===== src/rtl/alu_path_ctrl_pkg.sv =====
// Shared codes for the multicycle ALU-path sequencer: state encoding,
// operand/ALU select codes, opcode/funct constants and funct decode helpers.
// Latency: n/a (declarations only). Backpressure: n/a.
package alu_path_ctrl_pkg;

    // Sequencer states. RST must stay at zero so the reset state reads as 0
    // on state_dbg.
    typedef enum logic [4:0] {
        ST_RST     = 5'd0,
        ST_FETCH   = 5'd1,
        ST_DECODE  = 5'd2,
        ST_EXEC_R  = 5'd3,
        ST_EXEC_I  = 5'd4,
        ST_EXEC_IZ = 5'd5,
        ST_ADDR    = 5'd6,
        ST_MEM_RD  = 5'd7,
        ST_MEM_WR  = 5'd8,
        ST_WB_R    = 5'd9,
        ST_WB_I    = 5'd10,
        ST_WB_MEM  = 5'd11,
        ST_BRANCH  = 5'd12,
        ST_JUMP    = 5'd13,
        ST_OVF     = 5'd14,
        ST_ILLEGAL = 5'd15
    } state_t;

    // ALU B-operand source select (101..111 are never driven)
    localparam logic [2:0] ALUSRCB_BREG     = 3'b000;
    localparam logic [2:0] ALUSRCB_FOUR     = 3'b001;
    localparam logic [2:0] ALUSRCB_SIMM     = 3'b010;
    localparam logic [2:0] ALUSRCB_SIMM_SH2 = 3'b011;
    localparam logic [2:0] ALUSRCB_ZIMM     = 3'b100;

    // ALU operation select
    localparam logic [2:0] ALUOP_ADD = 3'b000;
    localparam logic [2:0] ALUOP_SUB = 3'b001;
    localparam logic [2:0] ALUOP_AND = 3'b010;
    localparam logic [2:0] ALUOP_SLT = 3'b100;

    // PC load source
    localparam logic [1:0] PCSRC_ALU    = 2'b00;
    localparam logic [1:0] PCSRC_ALUOUT = 2'b01;
    localparam logic [1:0] PCSRC_JUMP   = 2'b10;

    // Supported opcodes
    localparam logic [5:0] OP_RTYPE = 6'h00;
    localparam logic [5:0] OP_J     = 6'h02;
    localparam logic [5:0] OP_BEQ   = 6'h04;
    localparam logic [5:0] OP_BNE   = 6'h05;
    localparam logic [5:0] OP_ADDI  = 6'h08;
    localparam logic [5:0] OP_ANDI  = 6'h0C;
    localparam logic [5:0] OP_LW    = 6'h23;
    localparam logic [5:0] OP_SW    = 6'h2B;

    // Supported R-type functs
    localparam logic [5:0] FUNCT_ADD = 6'h20;
    localparam logic [5:0] FUNCT_SUB = 6'h22;
    localparam logic [5:0] FUNCT_AND = 6'h24;
    localparam logic [5:0] FUNCT_SLT = 6'h2A;

    // One control word per cycle, bundled for the output decode
    typedef struct packed {
        logic       alusrc_a;
        logic [2:0] alusrc_b;
        logic [2:0] alu_op;
        logic       aluout_write;
        logic       pc_write;
        logic [1:0] pc_src;
        logic       ir_write;
        logic       mem_read;
        logic       mem_write;
        logic       reg_write;
        logic       reg_dst;
        logic       mem_to_reg;
        logic       exc_ovf;
        logic       exc_opcode;
    } ctrl_word_t;

    function automatic logic funct_valid(input logic [5:0] f);
        logic ok;
        ok = (f == FUNCT_ADD) || (f == FUNCT_SUB) ||
             (f == FUNCT_AND) || (f == FUNCT_SLT);
        return ok;
    endfunction

    // Only add/sub trap on signed overflow; and/slt never do
    function automatic logic funct_traps(input logic [5:0] f);
        logic t;
        t = (f == FUNCT_ADD) || (f == FUNCT_SUB);
        return t;
    endfunction

    function automatic logic [2:0] funct_aluop(input logic [5:0] f);
        logic [2:0] op;
        case (f)
            FUNCT_SUB: op = ALUOP_SUB;
            FUNCT_AND: op = ALUOP_AND;
            FUNCT_SLT: op = ALUOP_SLT;
            default:   op = ALUOP_ADD;
        endcase
        return op;
    endfunction

endpackage


===== src/rtl/alu_path_ctrl_mem_wait_ctr.sv =====
// Memory wait counter: counts 0..MEM_LAT-1 while enabled, done on the last count.
// Latency: done is combinational from the count register.
// Backpressure: none; clr wins over en and restarts the count at zero.
//
// Ports:
//   clk    rising-edge clock
//   reset  asynchronous active-low reset
//   clr    synchronous clear (asserted whenever the sequencer changes state)
//   en     count enable (memory-access states only)
//   done   count has reached MEM_LAT-1
module alu_path_ctrl_mem_wait_ctr #(
    parameter int MEM_LAT = 1
) (
    input  logic clk,
    input  logic reset,
    input  logic clr,
    input  logic en,
    output logic done
);

    localparam logic [2:0] LAST = 3'(MEM_LAT - 1);

    logic [2:0] cnt;

    always_ff @(posedge clk or negedge reset) begin
        if (!reset) begin
            cnt <= '0;
        end else if (clr) begin
            cnt <= '0;
        end else if (en && !done) begin
            cnt <= cnt + 3'd1;
        end
    end

    // With MEM_LAT=1 LAST is 0, so every access completes in its first cycle
    assign done = (cnt == LAST);

endmodule


===== src/rtl/alu_path_ctrl.sv =====
// Multicycle sequencer issuing one Moore control word per cycle to the ALU datapath.
// Latency: fetch/load/store take MEM_LAT cycles, every other state one cycle.
// Backpressure: none; memory is assumed to complete in exactly MEM_LAT cycles.
//
// Ports:
//   clk, reset            clock, asynchronous active-low reset
//   opcode, funct         IR fields, valid from DECODE onward
//   zero, overflow        ALU flags, same cycle
//   alusrc_a, alusrc_b    ALU operand selects
//   alu_op                ALU operation
//   aluout_write          latch ALU result into ALUOut
//   pc_write, pc_src      PC load enable and source
//   ir_write              IR load enable
//   mem_read, mem_write   memory strobes
//   reg_write, reg_dst, mem_to_reg   regfile write controls
//   exc_ovf, exc_opcode   one-cycle exception pulses
//   state_dbg             current state encoding
module alu_path_ctrl
    import alu_path_ctrl_pkg::*;
#(
    parameter int MEM_LAT = 1
) (
    input  logic       clk,
    input  logic       reset,
    input  logic [5:0] opcode,
    input  logic [5:0] funct,
    input  logic       zero,
    input  logic       overflow,
    output logic       alusrc_a,
    output logic [2:0] alusrc_b,
    output logic [2:0] alu_op,
    output logic       aluout_write,
    output logic       pc_write,
    output logic [1:0] pc_src,
    output logic       ir_write,
    output logic       mem_read,
    output logic       mem_write,
    output logic       reg_write,
    output logic       reg_dst,
    output logic       mem_to_reg,
    output logic       exc_ovf,
    output logic       exc_opcode,
    output logic [4:0] state_dbg
);

    state_t     state;
    state_t     next_state;
    logic       wait_done;
    logic       mem_phase;
    ctrl_word_t cw;

    // ---------------------------------------------------------------
    // State register
    // ---------------------------------------------------------------
    always_ff @(posedge clk or negedge reset) begin
        if (!reset) begin
            state <= ST_RST;
        end else begin
            state <= next_state;
        end
    end

    assign mem_phase = (state == ST_FETCH) || (state == ST_MEM_RD) ||
                       (state == ST_MEM_WR);

    // Counter restarts on every state change, so each access sees a fresh
    // count even when two memory states are adjacent.
    alu_path_ctrl_mem_wait_ctr #(
        .MEM_LAT (MEM_LAT)
    ) u_wait (
        .clk   (clk),
        .reset (reset),
        .clr   (next_state != state),
        .en    (mem_phase),
        .done  (wait_done)
    );

    // ---------------------------------------------------------------
    // Next-state logic
    // ---------------------------------------------------------------
    always_comb begin
        next_state = state;
        case (state)
            ST_RST:    next_state = ST_FETCH;
            ST_FETCH:  if (wait_done) next_state = ST_DECODE;
            ST_DECODE: begin
                case (opcode)
                    OP_RTYPE:     next_state = funct_valid(funct) ? ST_EXEC_R : ST_ILLEGAL;
                    OP_ADDI:      next_state = ST_EXEC_I;
                    OP_ANDI:      next_state = ST_EXEC_IZ;
                    OP_LW, OP_SW: next_state = ST_ADDR;
                    OP_BEQ, OP_BNE: next_state = ST_BRANCH;
                    OP_J:         next_state = ST_JUMP;
                    default:      next_state = ST_ILLEGAL;
                endcase
            end
            // Trapping here keeps the overflowing result out of the regfile
            ST_EXEC_R:  next_state = (overflow && funct_traps(funct)) ? ST_OVF : ST_WB_R;
            ST_EXEC_I:  next_state = overflow ? ST_OVF : ST_WB_I;
            ST_EXEC_IZ: next_state = ST_WB_I;
            // Only lw/sw reach ADDR, so anything but lw is a store
            ST_ADDR:    next_state = (opcode == OP_LW) ? ST_MEM_RD : ST_MEM_WR;
            ST_MEM_RD:  if (wait_done) next_state = ST_WB_MEM;
            ST_MEM_WR:  if (wait_done) next_state = ST_FETCH;
            ST_WB_R, ST_WB_I, ST_WB_MEM,
            ST_BRANCH, ST_JUMP, ST_OVF, ST_ILLEGAL: next_state = ST_FETCH;
            default:    next_state = ST_FETCH;
        endcase
    end

    // ---------------------------------------------------------------
    // Output decode (state + wait counter; branch pc_write also uses zero)
    // ---------------------------------------------------------------
    always_comb begin
        cw = '0;
        case (state)
            ST_FETCH: begin
                cw.mem_read = 1'b1;
                cw.alusrc_b = ALUSRCB_FOUR;
                cw.alu_op   = ALUOP_ADD;
                // PC+4 and IR are committed only once the read data is valid
                if (wait_done) begin
                    cw.ir_write = 1'b1;
                    cw.pc_write = 1'b1;
                    cw.pc_src   = PCSRC_ALU;
                end
            end
            ST_DECODE: begin
                // Speculative branch target into ALUOut
                cw.alusrc_b     = ALUSRCB_SIMM_SH2;
                cw.alu_op       = ALUOP_ADD;
                cw.aluout_write = 1'b1;
            end
            ST_EXEC_R: begin
                cw.alusrc_a     = 1'b1;
                cw.alusrc_b     = ALUSRCB_BREG;
                cw.alu_op       = funct_aluop(funct);
                cw.aluout_write = 1'b1;
            end
            ST_EXEC_I: begin
                cw.alusrc_a     = 1'b1;
                cw.alusrc_b     = ALUSRCB_SIMM;
                cw.alu_op       = ALUOP_ADD;
                cw.aluout_write = 1'b1;
            end
            ST_EXEC_IZ: begin
                cw.alusrc_a     = 1'b1;
                cw.alusrc_b     = ALUSRCB_ZIMM;
                cw.alu_op       = ALUOP_AND;
                cw.aluout_write = 1'b1;
            end
            ST_ADDR: begin
                cw.alusrc_a     = 1'b1;
                cw.alusrc_b     = ALUSRCB_SIMM;
                cw.alu_op       = ALUOP_ADD;
                cw.aluout_write = 1'b1;
            end
            ST_MEM_RD: cw.mem_read  = 1'b1;
            ST_MEM_WR: cw.mem_write = 1'b1;
            ST_WB_R: begin
                cw.reg_write = 1'b1;
                cw.reg_dst   = 1'b1;
            end
            ST_WB_I: cw.reg_write = 1'b1;
            ST_WB_MEM: begin
                cw.reg_write  = 1'b1;
                cw.mem_to_reg = 1'b1;
            end
            ST_BRANCH: begin
                cw.alusrc_a = 1'b1;
                cw.alusrc_b = ALUSRCB_BREG;
                cw.alu_op   = ALUOP_SUB;
                cw.pc_write = (opcode == OP_BEQ) ? zero : !zero;
                cw.pc_src   = PCSRC_ALUOUT;
            end
            ST_JUMP: begin
                cw.pc_write = 1'b1;
                cw.pc_src   = PCSRC_JUMP;
            end
            ST_OVF:     cw.exc_ovf    = 1'b1;
            ST_ILLEGAL: cw.exc_opcode = 1'b1;
            default: ;
        endcase
    end

    assign alusrc_a     = cw.alusrc_a;
    assign alusrc_b     = cw.alusrc_b;
    assign alu_op       = cw.alu_op;
    assign aluout_write = cw.aluout_write;
    assign pc_write     = cw.pc_write;
    assign pc_src       = cw.pc_src;
    assign ir_write     = cw.ir_write;
    assign mem_read     = cw.mem_read;
    assign mem_write    = cw.mem_write;
    assign reg_write    = cw.reg_write;
    assign reg_dst      = cw.reg_dst;
    assign mem_to_reg   = cw.mem_to_reg;
    assign exc_ovf      = cw.exc_ovf;
    assign exc_opcode   = cw.exc_opcode;
    assign state_dbg    = state;

endmodule

===== config.mk =====
export PLATFORM = sky130hd
export DESIGN_NAME = alu_path_ctrl
export DESIGN_NICKNAME = d
export VERILOG_FILES = /design/src/rtl/alu_path_ctrl_pkg.sv /design/src/rtl/alu_path_ctrl_mem_wait_ctr.sv /design/src/rtl/alu_path_ctrl.sv
export SDC_FILE = /design/constraint.sdc
export NUM_CORES = 1
export LEC_CHECK = 0
export ABC_CLOCK_PERIOD_IN_PS = 3700
export CAP_MARGIN = 40
export CORE_ASPECT_RATIO = 1.5
export CORE_MARGIN = 2
export CORE_UTILIZATION = 28
export CTS_BUF_LIST = sky130_fd_sc_hd__clkbuf_8
export DETAILED_ROUTE_END_ITERATION = 6
export PLACE_DENSITY_LB_ADDON = 0.1
export SYNTH_ARGS = -nofsm -noshare
export SYNTH_HDL_FRONTEND = slang
export SYNTH_HIERARCHICAL = 1
export SYNTH_SLANG_ARGS = --single-unit
export TNS_END_PERCENT = 100

===== constraint.sdc =====
create_clock -name clk -period 3.7 [get_ports clk]
set_clock_uncertainty 0.2 [all_clocks]
set_input_delay 0.74 -clock clk [delete_from_list [all_inputs] [get_ports clk]]
set_output_delay 0.74 -clock clk [all_outputs]
set_load 0.01 [all_outputs]

==> impl_results.md, run 1 <==
- Layout net count: 207
- Largest family of logic cells by synthesized area: simple AND/OR/NAND/NOR gates
- Antenna fix cells: 0
- CTS Hold Bufs: 0
- R2R Setup Slk: 0.90 ns
- Core area: 3650 sq um
- Area Overhead vs Synth: 48.8%
- Placer Congestion: 0.697
- Vias per std cell: 5.43
- Compound-Gate Fraction of Synth Area: 0.268
- Initial core utilization: 0.293
- Yosys warnings: 6
- # Max-Cap Violations: 0
- Most frequent cells in the layout: clkdlybuf4s50_1 (38), nor2_1 (25), o21ai_0 (9)
- # H-tree levels: 1
- Routed WL per cell: 14.3 um
- Clock transition at path regs: 0.04 ns
- CP Capture Type: primary output
- Pre-CTS setup slack: -0.113 ns
- Crit path max fanout: 3
- Clock Latency Late Sink: 0.22 ns
- Hold WC Path Type: register to register
- Pre-antenna DRT Iters: 4
- Row count: 27
- Crit path DAT: 2.35 ns
- Mapped cell area: 1070 sq um
- Fin cells: 230
- Postcts setup bufs: 0
- Tot Pwr: ~0.78 mW
- Most common cell after layout, fill and taps aside: clkdlybuf4s50_1
- Vias in the first global route: 1,265
- GRT overflow: 0
- Final WL: 3290 um
- Syn_nets: 164
- Ports: 40
- Post-synthesis mux area share: 0.0422
- Critical path buffers and inverters: 2
- Sequential cell area fraction in the yosys report: 0.188
- Seq cells post-synth: 8
- Maximum achievable frequency: 304 MHz
- PortBufs: 39
- Final Hold Fails: 0
- Iter 0 DRT Violations: 23
- Clk root buf: clkbuf_8
- Final Critical Period: roughly 3.3 ns
- Area after DPL: 1530 sq um
- Distinct cells, synth: 55
- Synthesized instance count: 146
- Most common cell on crit path: clkdlybuf4s50_1
- Initial antenna violation count: 0
- Delay-heaviest family, CP: buffers and inverters
- Cell Pwr Density: ~490 nW/um^2
- # setup viols final: 0
- Clock tree buffer depth: 2
- Die W: 54.4 um
- Inst Count DP: 227
- Via count of the routed design: around 1,200
- Period utilisation layout: 0.890
- Final worst slack: 0.407 ns
- CTS Buf Count: 3
- WS Path Type: primary input to primary output
- Measured slew at the worst slew-check pin: 0.739 ns
- Relative slew slack: 0.507
- Total Routing Usage GR: 0.162
- Remaining antenna violation count after routing: 0
- Synth Area in Adders: 0.0234
- Max VDD drop: 0.000236 V
- RSZ-0062 raised after global routing: no
- Crit path cell chain: clkdlybuf4s50_1 > nor3b_2 > and4_1 > nand2_1 > o21bai_1 > clkdlybuf4s50_1
- Finished Cell Area: roughly 1600 sq um
- Global-route wire length before repair: 5390 um
- Layout cells sized above 1: 0.134
- Pin count of the biggest net entering global routing: 23
- DRC Markers: 0
- TritonCTS clock tree: yes
- Max-slew violations: 0
- Asr flop ratio synth: 1.00
- Final hold slack: 0.400 ns
- Synth Area per Inst: 7.31 sq um
- Critical Path RT: 2.76 ns
- Number of flops mapped to enable cells by yosys: 0
- Pleak: 0.622 nW
- CP peak stage delay: about 0.55 ns
- Status: complete, no violations
- Die ar.: around 4300 sq um
- Post-Synth XOR/XNOR Area: 0.0246
- Simple-Gate Fraction of Synth Area: 0.396
- Clk sinks: 8
- Startpoint Class: primary input
- Slowest CP cell: clkdlybuf4s50_1
- Most used DFF post-synth: dfrtp_1
- HPWL Detailed: 2650 um
- Die H: 79.6 um
## tightest hold or removal path, cell delays in order (launching register included)
cell and delay, ns:
dfrtp_1 0.39, nand2b_1 0.09, mux2i_1 0.07
## where the power goes
| group | switching [mW] | internal [mW] |
|---|---|---|
| combinational | 0.228 | 0.255 |
| sequential | 0.0911 | 0.104 |
| clock | 0.0312 | 0.0702 |
| total | 0.350 | 0.430 |
## stage by stage
stage | utilization | setup TNS, ns
global route | 0.435 | 0
finish | 0.435 | 0
CTS | 0.434 | 0
detailed placement | 0.420 | -0.113
floorplan | - | 0
global placement | 0.420 | -0.0843
## path summary, 6_finish.rpt
path,startpoint,cells after the start,to
worst min register to register,u_wait/cnt[1],2,u_wait/cnt[1]
worst max-delay path,funct[5],6,alu_op[0]
min in group asynchronous,reset,1,state_dbg[4]
worst max register to register,state_dbg[1],7,u_wait/cnt[1]
max in group asynchronous,reset,1,u_wait/cnt[0]
worst min-delay path,u_wait/cnt[1],2,u_wait/cnt[1]
## flip-flops by register name, indices dropped and copies added, names as in the netlist
register / count
state_dbg: 5
u_wait/cnt: 3
## kinds of logic (layout without fill, tap and decap cells)
group | after synthesis | in the layout
DFF | 8 | 8
adders and majority gates | 2 | 2
other | 1 | 1
muxes | 4 | 4
AOI/OAI and AO/OA | 41 | 41
xor gates and xnor gates | 3 | 3
and+or+nand+nor | 73 | 73
buffers and inverters | 14 | 55
## metal layers
| layer | share of wire | global-route usage | up-vias |
|---|---|---|---|
| met5 | 0 | 0 | - |
| met4 | 0.0073 | 0.0450 | 0 |
| met3 | 0.034 | 0.0206 | 4 |
| met2 | 0.59 | 0.323 | 32 |
| met1 | 0.37 | 0.162 | 593 |
| li1 | - | - | 619 |
## cell usage after synthesis, types with 2 or more instances
cell type  number  area (sq um)
and3_1          2          12.5
or3_1           3          18.8
nand2b_1        6          37.5
o31ai_1         3          22.5
clkbuf_1        3          11.3
dfrtp_1         8           200
nor3_1          7          35.0
mux2i_1         3          30.0
o21ai_0         9          45.0
a311oi_1        2          17.5
buf_1           2          7.51
a21o_1          2          15.0
nor3b_1         2          15.0
a21oi_1         8          40.0
inv_1           5          18.8
ha_1            2          25.0
nand2_1         7          26.3
nand4b_1        2          17.5
xnor2_1         3          26.3
buf_2           4          20.0
nor2b_4         2          27.5
nor2_1         25          93.8
nand3_1         4          20.0
## area by class of cell
cell class | instances | area, sq um
Timing Repair Buffer | 47 | 453
Tap cell | 43 | 53.8
Sequential cell | 8 | 200
Fill cell | 392 | 2060
Multi-Input combinational cell | 124 | 821
Clock buffer | 3 | 41.3
Inverter | 5 | 18.8
## timing repair
action,4_1_cts,5_1_grt
pin swaps,0,0
setup endpoints to repair,1,1
resized for setup,2,1
hold endpoints to repair,0,0
No activity file was read; power rests on OpenSTA's default activity.
==> run 2: changes to the inputs <==
--- a/config.mk
+++ b/config.mk
@@ -6,7 +6,6 @@
 export NUM_CORES = 1
 export LEC_CHECK = 0
 export ABC_CLOCK_PERIOD_IN_PS = 3700
-export CAP_MARGIN = 40
 export CORE_ASPECT_RATIO = 1.5
 export CORE_MARGIN = 2
 export CORE_UTILIZATION = 28
==> results of run 2 <==
The final DEF is identical to that of run 1; final timing and power are the same.
==> RTL change, RTL diff (config.mk and constraints of run 1) <==
Register the input `opcode` before use, cleared by the reset. The logic sees it one clock later. The other inputs are not delayed to match.
--- a/src/rtl/alu_path_ctrl.sv
+++ b/src/rtl/alu_path_ctrl.sv
@@ -43,6 +43,16 @@
     output logic [4:0] state_dbg
 );
 
+    logic [5:0] opcode_q;
+
+    always_ff @(posedge clk or negedge reset) begin
+        if (!reset) begin
+            opcode_q <= '0;
+        end else begin
+            opcode_q <= opcode;
+        end
+    end
+
     state_t     state;
     state_t     next_state;
     logic       wait_done;
@@ -84,7 +94,7 @@
             ST_RST:    next_state = ST_FETCH;
             ST_FETCH:  if (wait_done) next_state = ST_DECODE;
             ST_DECODE: begin
-                case (opcode)
+                case (opcode_q)
                     OP_RTYPE:     next_state = funct_valid(funct) ? ST_EXEC_R : ST_ILLEGAL;
                     OP_ADDI:      next_state = ST_EXEC_I;
                     OP_ANDI:      next_state = ST_EXEC_IZ;
@@ -99,7 +109,7 @@
             ST_EXEC_I:  next_state = overflow ? ST_OVF : ST_WB_I;
             ST_EXEC_IZ: next_state = ST_WB_I;
             // Only lw/sw reach ADDR, so anything but lw is a store
-            ST_ADDR:    next_state = (opcode == OP_LW) ? ST_MEM_RD : ST_MEM_WR;
+            ST_ADDR:    next_state = (opcode_q == OP_LW) ? ST_MEM_RD : ST_MEM_WR;
             ST_MEM_RD:  if (wait_done) next_state = ST_WB_MEM;
             ST_MEM_WR:  if (wait_done) next_state = ST_FETCH;
             ST_WB_R, ST_WB_I, ST_WB_MEM,
@@ -170,7 +180,7 @@
                 cw.alusrc_a = 1'b1;
                 cw.alusrc_b = ALUSRCB_BREG;
                 cw.alu_op   = ALUOP_SUB;
-                cw.pc_write = (opcode == OP_BEQ) ? zero : !zero;
+                cw.pc_write = (opcode_q == OP_BEQ) ? zero : !zero;
                 cw.pc_src   = PCSRC_ALUOUT;
             end
             ST_JUMP: begin
Formal check against the unedited RTL: not equivalent (Yosys sat finds a counterexample within 4 cycles, from zero or initial values and one cycle with reset low).
==> RTL change against run 1 <==
  * Register-to-register slack worse by 0.36 ns
  * Highest routed layer unchanged
  * Sequential cell count up 6
  * Cell count unchanged
  * Setup slack worse by 0.12 ns
  * Wire length down 2.5%
  * Count of clock-buffer cells in the layout unchanged
  * Area after synthesis up 7.5%
  * Total power up 1.6%
  * Final area up 5.4%
==> RTL change: results (changes against run 1) <==
* Status: finished clean (unchanged)
* Peak VDD IR at 0.000308 V (was 0.000236 V)
* Final setup violation count at 0 (unchanged)
* CTS Buf Count at 3 (unchanged)
* Seq/Total Area, Yosys at 0.305 (was 0.188)
* Pin count of the biggest net entering global routing at 17 (was 23)
* R2R depth at 11 (was 7)
* CP delay by family, top: simple AND/OR/NAND/NOR gates (was buffers and inverters)
* Pre-antenna DRT Iters at 4 (unchanged)
* Nets at 205 (was 207)
* DR vias at 1,180 (was 1,248)
* Initial DRC Count at 34 (was 23)
* HPWL Detailed at 2620 um (was 2650 um)
* Hold WS at 0.394 ns (was 0.400 ns)
* Most flops, register: opcode_q
* Pleak at 0.000666 uW (was 0.000622 uW)
* Reg2Reg Capture Point: u_wait/cnt[1] (unchanged)
* Largest register FFs at 6 (was 5)
* CP max stage delay at 0.63 ns (was 0.55 ns)
* Synth cell types at 45 (was 55)
* Reg-to-reg slack, setup at 0.54 ns (was 0.90 ns)
* Share of layout cells above drive strength 1 at 0.119 (was 0.134)
* Fillers at 420 (was 392)
* R2R Path Start: u_wait/cnt[0] (was state_dbg[1])
* Ys Warns at 6 (unchanged)
* Clock latency on the worst-skew pair at 0.24 ns (was 0.22 ns)
* Setup bufs post-CTS at 0 (unchanged)
* Htree depth at 1 (unchanged)
* Worst Hold End: u_wait/cnt[1] (unchanged)
* Slew of the pin with the lowest slew margin at 0.618 ns (was 0.739 ns)
* First-pass GRT wire length at 5710 um (was 5390 um)
* Switching part of the total at 0.396 (was 0.449)
* N_diodes at 0 (unchanged)
* Worst path slowest cell: or4b_2 (was clkdlybuf4s50_1)
* CTS clk-pin slew, worst paths at 0.05 ns
* Post-synth ARST share at 1.00 (unchanged)
* Cells on Worst Hold Path at 2 (unchanged)
* Syn nets at 159 (was 164)
* Wirelength, routed at 3210 um (was 3290 um)
* Top post-synthesis cells by count: nor2_1 (28), dfrtp_1 (14), o21ai_0 (9) (was nor2_1 (25), o21ai_0 (9), a21oi_1 (8), dfrtp_1 (8))
* GRT Total Usage at 0.152 (was 0.162)
* HP Class: reg2reg (unchanged)
* CP max FO at 2 (was 3)
* CTS Buffer Depth at 2 (unchanged)
* Worst Min Path Start: u_wait/cnt[1] (unchanged)
* Synth area leaders: dfrtp_1 (31%), nor2_1 (9.2%), nand2b_1 (4.4%) (was dfrtp_1 (19%), nor2_1 (8.8%), o21ai_0 (4.2%))
* Root Buffer: clkbuf_8 (unchanged)
* GPL Wtd Cong at 0.833 (was 0.697)
* Port Buffer Count at 39 (unchanged)
==> RTL change: cell types whose count changed in the layout (fill, tap and decap cells not counted), moves of 3 or more <==
cell / before / now
dfrtp_1: 8 / 14
nor2_1: 25 / 28
nor3_1: 6 / 2
xnor2_1: 3 / 0
==> RTL change: metrics by stage <==
step                cells   util  area (sq um)  setup WS (ns)  total power (uW)
finish                230  0.427          1670          0.287               792
global route          230  0.427          1670          0.194               859
CTS                   230  0.427          1670          0.276               806
detailed placement    227  0.415          1630        -0.0812               681
global placement      227  0.415          1630        -0.0599               679
floorplan             141      -          1150          0.755               471
==> RTL change: cells by family after synthesis <==
group	after synthesis	share of synthesized area
compound gates	34	0.214
xor+xnor	1	0.00763
fa+ha+maj	2	0.0218
buf+inv	9	0.0316
flops	14	0.305
mux	4	0.0403
other cells	1	0.00327
simple gates	76	0.376
==> RTL change: worst max-delay path by stage <==
stage	startpoint	depth (start not counted)	endpoint
2_1_floorplan	funct[0]	4	alu_op[1]
3_3_place_gp	funct[5]	6	alu_op[1]
3_5_place_dp	funct[5]	6	alu_op[1]
4_1_cts	funct[0]	6	alu_op[1]
5_1_grt	funct[5]	6	alu_op[1]
6_report	funct[0]	6	alu_op[1]
==> RTL change: cell type report <==
type,instances,area share
sequential,14,0.209
inverter,3,0.00673
timing repair buffer,47,0.268
clock buffer,3,0.0247
tap,45,0.0336
multi-input combinational,118,0.457
==> RTL change: routing by layer <==
metal / vias to the layer above / global-route usage / part of all wire
met5: - / 0 / 0
met4: 0 / 0.0762 / 0.019
met3: 8 / 0.0202 / 0.049
met2: 39 / 0.272 / 0.52
met1: 538 / 0.177 / 0.41
li1: 595 / - / -
==> RTL change: what timing repair did <==
item	in CTS	in global routing
setup endpoints to repair	1	0
gates resized for setup	2	0
hold buffers	0	0
==> RTL change: tightest hold or removal path: stages (launching register included) <==
cell      delay, ns
dfrtp_1        0.40
nand2b_1       0.09
mux2i_1        0.07
==> RTL change: power by group through the flow <==
stage                     Combinational [uW]  Clock [uW]  Sequential, uW
after detailed placement                 494           0             187
after CTS                                497         124             184
after floorplan                          269           0             202
after global routing                     541         130             188
after global placement                   493           0             186
final                                    491         118             184
